**src/rtl/rgb_seq_pkg.sv**
```systemverilog
// Shared constants and state encoding for the RGB fade sequencer.
// Holds duty width, palette geometry and the r/g/b field positions in wr_data.
package rgb_seq_pkg;
    localparam int DUTY_W    = 8;
    localparam int ADDR_W    = 2;
    localparam int N_ENTRIES = 4;
    localparam int COLOR_W   = 3 * DUTY_W;
    localparam int R_LSB     = 16;
    localparam int G_LSB     = 8;
    localparam int B_LSB     = 0;

    typedef enum logic [1:0] {
        IDLE = 2'd0,
        FADE = 2'd1,
        HOLD = 2'd2
    } state_t;
endpackage

```
**src/rtl/rgb_fade_sequencer_if.sv**
```systemverilog
// Palette write bus of the RGB fade sequencer.
// Ports: wr_en strobe, wr_addr entry index, wr_data {r,g,b} colour.
interface rgb_fade_sequencer_if;
    import rgb_seq_pkg::*;

    logic               wr_en;
    logic [ADDR_W-1:0]  wr_addr;
    logic [COLOR_W-1:0] wr_data;

    modport master (output wr_en, wr_addr, wr_data);
    modport slave  (input  wr_en, wr_addr, wr_data);
endinterface

```
**src/rtl/rgb_channel_stepper.sv**
```systemverilog
// One colour channel: moves cur one unit toward target when step_en is set.
// Ports: cur, target, step_en in; nxt value and at_target flag out (comb).
module rgb_channel_stepper
    import rgb_seq_pkg::*;
(
    input  logic [DUTY_W-1:0] cur,
    input  logic [DUTY_W-1:0] target,
    input  logic              step_en,
    output logic [DUTY_W-1:0] nxt,
    output logic              at_target
);
    always_comb begin
        at_target = (cur == target);
        nxt       = cur;
        // Only step when unequal, so the value can never wrap.
        if (step_en && !at_target) begin
            nxt = (cur < target) ? cur + 1'b1 : cur - 1'b1;
        end
    end
endmodule

```
**src/rtl/rgb_fade_sequencer.sv**
```systemverilog
// Steps through a colour palette, fading linearly between entries and
// holding each colour. Ports: clk, rst, tick, start, stop, palette write
// bus (wr), last_idx in; duty_r/g/b, cur_idx, busy, upd, wrap out.
module rgb_fade_sequencer
    import rgb_seq_pkg::*;
#(
    parameter int STEP_DIV   = 4,
    parameter int HOLD_TICKS = 500
) (
    input  logic                clk,
    input  logic                rst,
    input  logic                tick,
    input  logic                start,
    input  logic                stop,
    rgb_fade_sequencer_if.slave wr,
    input  logic [ADDR_W-1:0]   last_idx,
    output logic [DUTY_W-1:0]   duty_r,
    output logic [DUTY_W-1:0]   duty_g,
    output logic [DUTY_W-1:0]   duty_b,
    output logic [ADDR_W-1:0]   cur_idx,
    output logic                busy,
    output logic                upd,
    output logic                wrap
);
    localparam int SW = $clog2(STEP_DIV + 1);
    localparam int HW = $clog2(HOLD_TICKS + 1);

    state_t             state;
    logic [SW-1:0]      step_cnt;
    logic [HW-1:0]      hold_cnt;
    logic [COLOR_W-1:0] palette [N_ENTRIES];

    logic [COLOR_W-1:0] tgt;
    logic [DUTY_W-1:0]  nr, ng, nb;
    logic               at_r, at_g, at_b;
    logic               all_at;
    logic               step_en;
    logic [ADDR_W-1:0]  nxt_idx;

    // Target is read live so a write to the current entry retargets at once.
    assign tgt     = palette[cur_idx];
    assign all_at  = at_r & at_g & at_b;
    assign step_en = (state == FADE) && tick
                   && (step_cnt == SW'(STEP_DIV - 1));
    assign nxt_idx = (cur_idx >= last_idx) ? '0 : cur_idx + 1'b1;

    rgb_channel_stepper u_r (
        .cur       (duty_r),
        .target    (tgt[R_LSB +: DUTY_W]),
        .step_en   (step_en),
        .nxt       (nr),
        .at_target (at_r)
    );

    rgb_channel_stepper u_g (
        .cur       (duty_g),
        .target    (tgt[G_LSB +: DUTY_W]),
        .step_en   (step_en),
        .nxt       (ng),
        .at_target (at_g)
    );

    rgb_channel_stepper u_b (
        .cur       (duty_b),
        .target    (tgt[B_LSB +: DUTY_W]),
        .step_en   (step_en),
        .nxt       (nb),
        .at_target (at_b)
    );

    always_ff @(posedge clk or posedge rst) begin
        if (rst) begin
            state    <= IDLE;
            step_cnt <= '0;
            hold_cnt <= '0;
            duty_r   <= '0;
            duty_g   <= '0;
            duty_b   <= '0;
            cur_idx  <= '0;
            busy     <= 1'b0;
            upd      <= 1'b0;
            wrap     <= 1'b0;
            for (int i = 0; i < N_ENTRIES; i++) begin
                palette[i] <= '0;
            end
        end else begin
            upd  <= 1'b0;
            wrap <= 1'b0;
            if (wr.wr_en) begin
                palette[wr.wr_addr] <= wr.wr_data;
            end
            if (stop) begin
                state <= IDLE;
                busy  <= 1'b0;
            end else begin
                unique case (state)
                    IDLE: begin
                        if (start) begin
                            state    <= FADE;
                            cur_idx  <= '0;
                            step_cnt <= '0;
                            hold_cnt <= '0;
                            busy     <= 1'b1;
                        end
                    end
                    FADE: begin
                        // Arrival is checked before ticks: zero-distance
                        // fades leave after a single clk.
                        if (all_at) begin
                            state    <= HOLD;
                            hold_cnt <= '0;
                        end else if (step_en) begin
                            step_cnt <= '0;
                            duty_r   <= nr;
                            duty_g   <= ng;
                            duty_b   <= nb;
                            upd      <= 1'b1;
                        end else if (tick) begin
                            step_cnt <= step_cnt + 1'b1;
                        end
                    end
                    HOLD: begin
                        if (tick) begin
                            if (hold_cnt == HW'(HOLD_TICKS - 1)) begin
                                state    <= FADE;
                                cur_idx  <= nxt_idx;
                                wrap     <= (nxt_idx == '0);
                                step_cnt <= '0;
                                hold_cnt <= '0;
                            end else begin
                                hold_cnt <= hold_cnt + 1'b1;
                            end
                        end
                    end
                    default: begin
                        state <= IDLE;
                        busy  <= 1'b0;
                    end
                endcase
            end
        end
    end
endmodule

```
**src/flat_wrapper.sv**
```systemverilog
// flat-port wrapper written by rule: the top's interface ports become plain ports
module rgb_fade_sequencer_flat import rgb_seq_pkg::*;
#(
    parameter int STEP_DIV   = 4,
    parameter int HOLD_TICKS = 500
)
  (clk, rst, tick, start, stop, last_idx, duty_r, duty_g, duty_b, cur_idx, busy, upd, wrap, wr_wr_en, wr_wr_addr, wr_wr_data);
  rgb_fade_sequencer_if wr_i ();
  input  logic clk;
  input  logic rst;
  input  logic tick;
  input  logic start;
  input  logic stop;
  input  logic [ADDR_W-1:0] last_idx;
  output logic [DUTY_W-1:0] duty_r;
  output logic [DUTY_W-1:0] duty_g;
  output logic [DUTY_W-1:0] duty_b;
  output logic [ADDR_W-1:0] cur_idx;
  output logic busy;
  output logic upd;
  output logic wrap;
  input wire logic [$bits(wr_i.wr_en)-1:0] wr_wr_en;
  input wire logic [$bits(wr_i.wr_addr)-1:0] wr_wr_addr;
  input wire logic [$bits(wr_i.wr_data)-1:0] wr_wr_data;
  assign wr_i.wr_en = wr_wr_en;
  assign wr_i.wr_addr = wr_wr_addr;
  assign wr_i.wr_data = wr_wr_data;
  rgb_fade_sequencer #(.STEP_DIV(STEP_DIV), .HOLD_TICKS(HOLD_TICKS)) u_core (.clk(clk), .rst(rst), .tick(tick), .start(start), .stop(stop), .wr(wr_i), .last_idx(last_idx), .duty_r(duty_r), .duty_g(duty_g), .duty_b(duty_b), .cur_idx(cur_idx), .busy(busy), .upd(upd), .wrap(wrap));
endmodule
```
**config.mk**
```make
export PLATFORM = sky130hd
export DESIGN_NAME = rgb_fade_sequencer_flat
export DESIGN_NICKNAME = d
export VERILOG_FILES = /design/src/rtl/rgb_seq_pkg.sv /design/src/rtl/rgb_fade_sequencer_if.sv /design/src/rtl/rgb_channel_stepper.sv /design/src/rtl/rgb_fade_sequencer.sv /design/src/flat_wrapper.sv
export SDC_FILE = /design/constraint.sdc
export NUM_CORES = 1
export LEC_CHECK = 0
export ABC_AREA = 1
export ABC_CLOCK_PERIOD_IN_PS = 9850
export CAP_MARGIN = 15
export CORE_MARGIN = 5
export CORE_UTILIZATION = 40
export DETAILED_ROUTE_END_ITERATION = 12
export DONT_BUFFER_PORTS = 1
export PLACE_DENSITY = 0.53
export SLEW_MARGIN = 20
export SYNTH_ARGS = -nofsm -noshare
export SYNTH_HDL_FRONTEND = slang
export SYNTH_SLANG_ARGS = --single-unit
```
**constraint.sdc**
```tcl
create_clock -name clk -period 9.85 [get_ports clk]
set_input_delay 0.985 -clock clk [delete_from_list [all_inputs] [get_ports clk]]
set_output_delay 0.985 -clock clk [all_outputs]
set_load 0.05 [all_outputs]
```
==> summary.md <==
| Metric | Value |
|---|---|
| Vias per cell | `between 5 and 6` |
| Total number of vias | `slightly above 6,000` |
| Outcome | `complete, no violations` |
| Dpl hpwl | `12,000 um` |
| Tcrit/Tclk final | `between 30% and 40%` |
| Seq pwr share | `around 39%` |
| Max Clock Skew | `9.44 ps` |
| CTS hold repair buffers | `0` |
| Int Pwr | `roughly 1.2 mW` |
| Routed Antenna Nets | `0` |
| Register area share after synthesis | `44.9%` |
| FP Rows | `51` |
| Max-cap violations | `0` |
| Layout cells sized above 1 | `approximately 7.7%` |
| R2r setup slk | `roughly 6000 ps` |
| Clock latency on the worst-skew pair | `approximately 420 ps` |
| Routed WL | `~18,000 um` |
| F_max | `between 200 and 300 MHz` |
| R2R Path Start | `u_core.cur_idx[1]` |
| Total track usage | `between 10% and 20%` |
| Post-CTS Resized | `0` |
| Ys async rst share | `100%` |
| Reg-to-reg critical path endpoint | `u_core.duty_g[7]` |
| First-pass GRT wire length | `around 31,000 um` |
| Most frequent CP cell | `nand2_1` |
| Clock-pin slew on the worst setup and hold paths | `roughly 60 ps` |
| Netlist Area Pre-Place | `around 7800 sq um` |
| Switching Share | `a little under a third` |
| Fillers | `slightly below 2,000` |
| Synth area leaders | `dfrtp_1 45%, nand2_1 14%, ha_1 8.2%, o21ai_0 8.0%, inv_1 3.7%` |
| Predominant post-synthesis flop cell | `dfrtp_1` |
| CTS Buffer Depth | `2` |
| Yosys top cell by area | `dfrtp_1` |
| CTS sink cnt | `~140` |
| Routed WL per cell | `between 10 and 15 um` |
| Share of the synthesized area in the top cell type | `44.9%` |
| Die ar. | `about 22,000 sq um` |
| Minimum clock period after layout | `3890 ps` |
| Final GP Congestion | `approximately 0.80` |
| Hold Crit Depth | `2` |
| RSZ-0062 raised after global routing | `no` |
| Final Util | `44.5%` |
| DIE WIDTH | `between 100 and 150 um` |
| Iter 0 DRT Violations | `~330` |
| Max stage delay on crit path | `approximately 740 ps` |
| Setup Buffers After CTS | `0` |
| Synth Instances | `between 900 and 1,000` |
| Pin count of the biggest net entering global routing | `98` |
| Port-buffer cells | `0` |
| Most common library cells after synthesis | `298 x nand2_1, 139 x dfrtp_1, 124 x o21ai_0, 76 x inv_1, 51 x ha_1` |
| Worst Tran Pin Value | `around 970 ps` |
| CTS root buf | `clkbuf_16` |
| Setup-failing EPs final | `0` |
| Synth warnings | `0` |
| Starting density of the core | `about two fifths` |
| Worst slew margin | `35.2%` |
| Diode count | `0` |
| Final Max Slew Viols | `0` |
| Initial antenna violation count | `0` |
| Die Y-Extent | `about 150 um` |
| GRT overflow | `0` |
| Net Count, Synth | `between 1,000 and 1,500` |
| Netlist cell types | `43` |
| H-tree levels | `4` |
| Final Hold Fails | `0` |
| Clock Power Share | `between 30% and 40%` |
| Number of synthesized flops with an enable pin | `0` |
| Lkg Pwr | `between 4 and 5 nW` |
| Setup CP Type | `reg2reg` |
| CTS tree | `yes` |
| CORE AREA | `roughly 19,000 sq um` |
| Crit path buffers/inverters | `3` |
| Psw | `about 570 uW` |
| Crit. End Element | `flop` |
| Max stage delay cell, worst path | `inv_2` |
| Residual DRC | `0` |
| Critical path peak fanout | `between 40 and 50` |
| Critical hold path startpoint | `u_core.palette[40]` |
| Num ports | `63` |
| WHS Endpoint | `u_core.palette[40]` |
| Reg2Reg Depth | `19` |
| Drt first pass iters | `5` |
| Post-layout nets | `1,015` |
| Avg Synthesized Cell Area | `roughly 8.2 sq um` |
| Startpoint Class | `flop` |
| Area Overhead vs Synth | `10.5%` |
| CP arrival | `between 4000 and 5000 ps` |
| Worst path cell trace | `inv_2 -> a21oi_1 -> a32o_1 -> ha_1 -> inv_1 -> o21bai_1 -> nand2_1 -> nand2_1 -> nand2_1 -> nand2_1 -> ha_1 -> a21oi_1 -> nand2_1 -> a21oi_1 -> inv_1 -> nand2_1 -> nand3_1 -> nand2_1 -> nand2_1` |
| Top-count cell post-synth | `nand2_1` |
| P per Cell Area | `211 nW/um^2` |
| Pre-CTS setup slack | `slightly below 6000 ps` |
| Max VDD drop | `about 0.12 mV` |
| Worst setup margin | `5960 ps` |
| Crit-path leading delay family | `buffers and inverters` |
| Total Neg Setup Slack | `0 ps` |
| Hold Path Class | `reg2reg` |
| CTS Buf Count | `17` |
| Comb pwr share | `22.8%` |
| #FFs+latches synth | `139` |
| Number of global-route vias before repair | `around 6,000` |
| Required time of the critical path | `a little over 10,000 ps` |
power groups by stage:
stage | Combinational (mW) | Clock, mW | Sequential [mW]
detailed placement | 0.420 | 0 | 0.713
floorplan | 0.341 | 0 | 0.706
finish | 0.413 | 0.688 | 0.705
global route | 0.483 | 0.729 | 0.714
CTS | 0.421 | 0.705 | 0.704
global placement | 0.415 | 0 | 0.714
worst register-to-register path, cell delays in order (launching register included):
cell      delay (ps)
dfrtp_1          640
inv_2            740
a21oi_1           90
a32o_1           260
ha_1             300
inv_1             40
o21bai_1         120
nand2_1           60
nand2_1           60
nand2_1           70
nand2_1          270
ha_1             360
a21oi_1          160
nand2_1          110
a21oi_1          180
inv_1             60
nand2_1           80
nand3_1           70
nand2_1           60
nand2_1           60
layout by cell type (no fill, tap or decap), types with 4 or more instances in the layout:
cell type	Yosys	routed
nand2_2	5	5
buf_4	0	4
clkinv_2	0	6
inv_2	4	4
nand4_1	11	11
dfrtp_1	139	138
a32o_1	21	21
or2_2	5	5
clkbuf_16	0	17
nor2_1	26	26
bufinv_16	0	5
o21ai_2	7	7
xnor2_1	6	6
nand3_1	30	28
nand2_1	298	298
o21ai_0	124	124
nor2_4	5	5
inv_1	76	75
ha_1	51	51
a21oi_1	50	50
xor2_1	10	10
cell type report:
cell class | instances | area [sq um] | area share (%)
clock buffers | 17 | 425 | 4.96
clock inverters | 14 | 203 | 2.36
inverters | 81 | 309 | 3.61
multi-input cells | 684 | 3790 | 44.2
flip-flops and latches | 139 | 3480 | 40.6
well taps | 265 | 332 | 3.87
repair buffers | 4 | 30.0 | 0.350
state kept, by name, summed over array words and instances, names as in the netlist:
| name | count |
|---|---|
| u_core.hold_cnt | 9 |
| u_core.cur_idx | 2 |
| u_core.state | 2 |
| u_core.busy | 1 |
| u_core.duty_r | 8 |
| u_core.step_cnt | 3 |
| u_core.palette | 96 |
| u_core.duty_g | 8 |
| u_core.duty_b | 8 |
| u_core.upd | 1 |
| u_core.wrap | 1 |
cells by family after synthesis:
family,count (synthesis),share of synthesized area (%)
adders and majority gates,54,9.00
xor gates and xnor gates,16,1.81
and+or+nand+nor,391,21.2
AOI/OAI and AO/OA,223,16.7
DFF,139,44.9
buffers and inverters,121,6.37
layer usage:
metal  routed length (um)  up-vias  global-route usage (%)  part of all wire, %
met1                 8840     2851                    23.5                   49
met3                  697        9                    4.19                  3.9
met2                 8190       90                    27.4                   46
li1                     -     3105                       -                    -
met5                    0        -                       0                    0
met4                  125        0                    3.66                 0.70
through the flow:
step	cells	hold WS, ps	power, mW	cell area, sq um
4_1_cts	1204	485	1.83	8570
3_3_place_gp	1173	462	1.13	7940
2_1_floorplan	944	448	1.05	7750
5_1_grt	1204	496	1.93	8570
6_report	1204	481	1.81	8570
3_5_place_dp	1173	470	1.13	7940
how the worst max path moves through the flow:
stage / start / end / slack (ps) / cells past startpoint
2_1_floorplan: rst / u_core.busy / 5140 / 1
3_3_place_gp: u_core.cur_idx[1] / u_core.duty_g[7] / 5990 / 18
3_5_place_dp: u_core.cur_idx[1] / u_core.duty_b[7] / 5950 / 19
4_1_cts: u_core.cur_idx[1] / u_core.duty_g[7] / 5930 / 18
5_1_grt: u_core.cur_idx[1] / u_core.duty_g[7] / 5450 / 19
6_report: u_core.cur_idx[1] / u_core.duty_g[7] / 5960 / 19
Power figures use the tool's default switching activity.
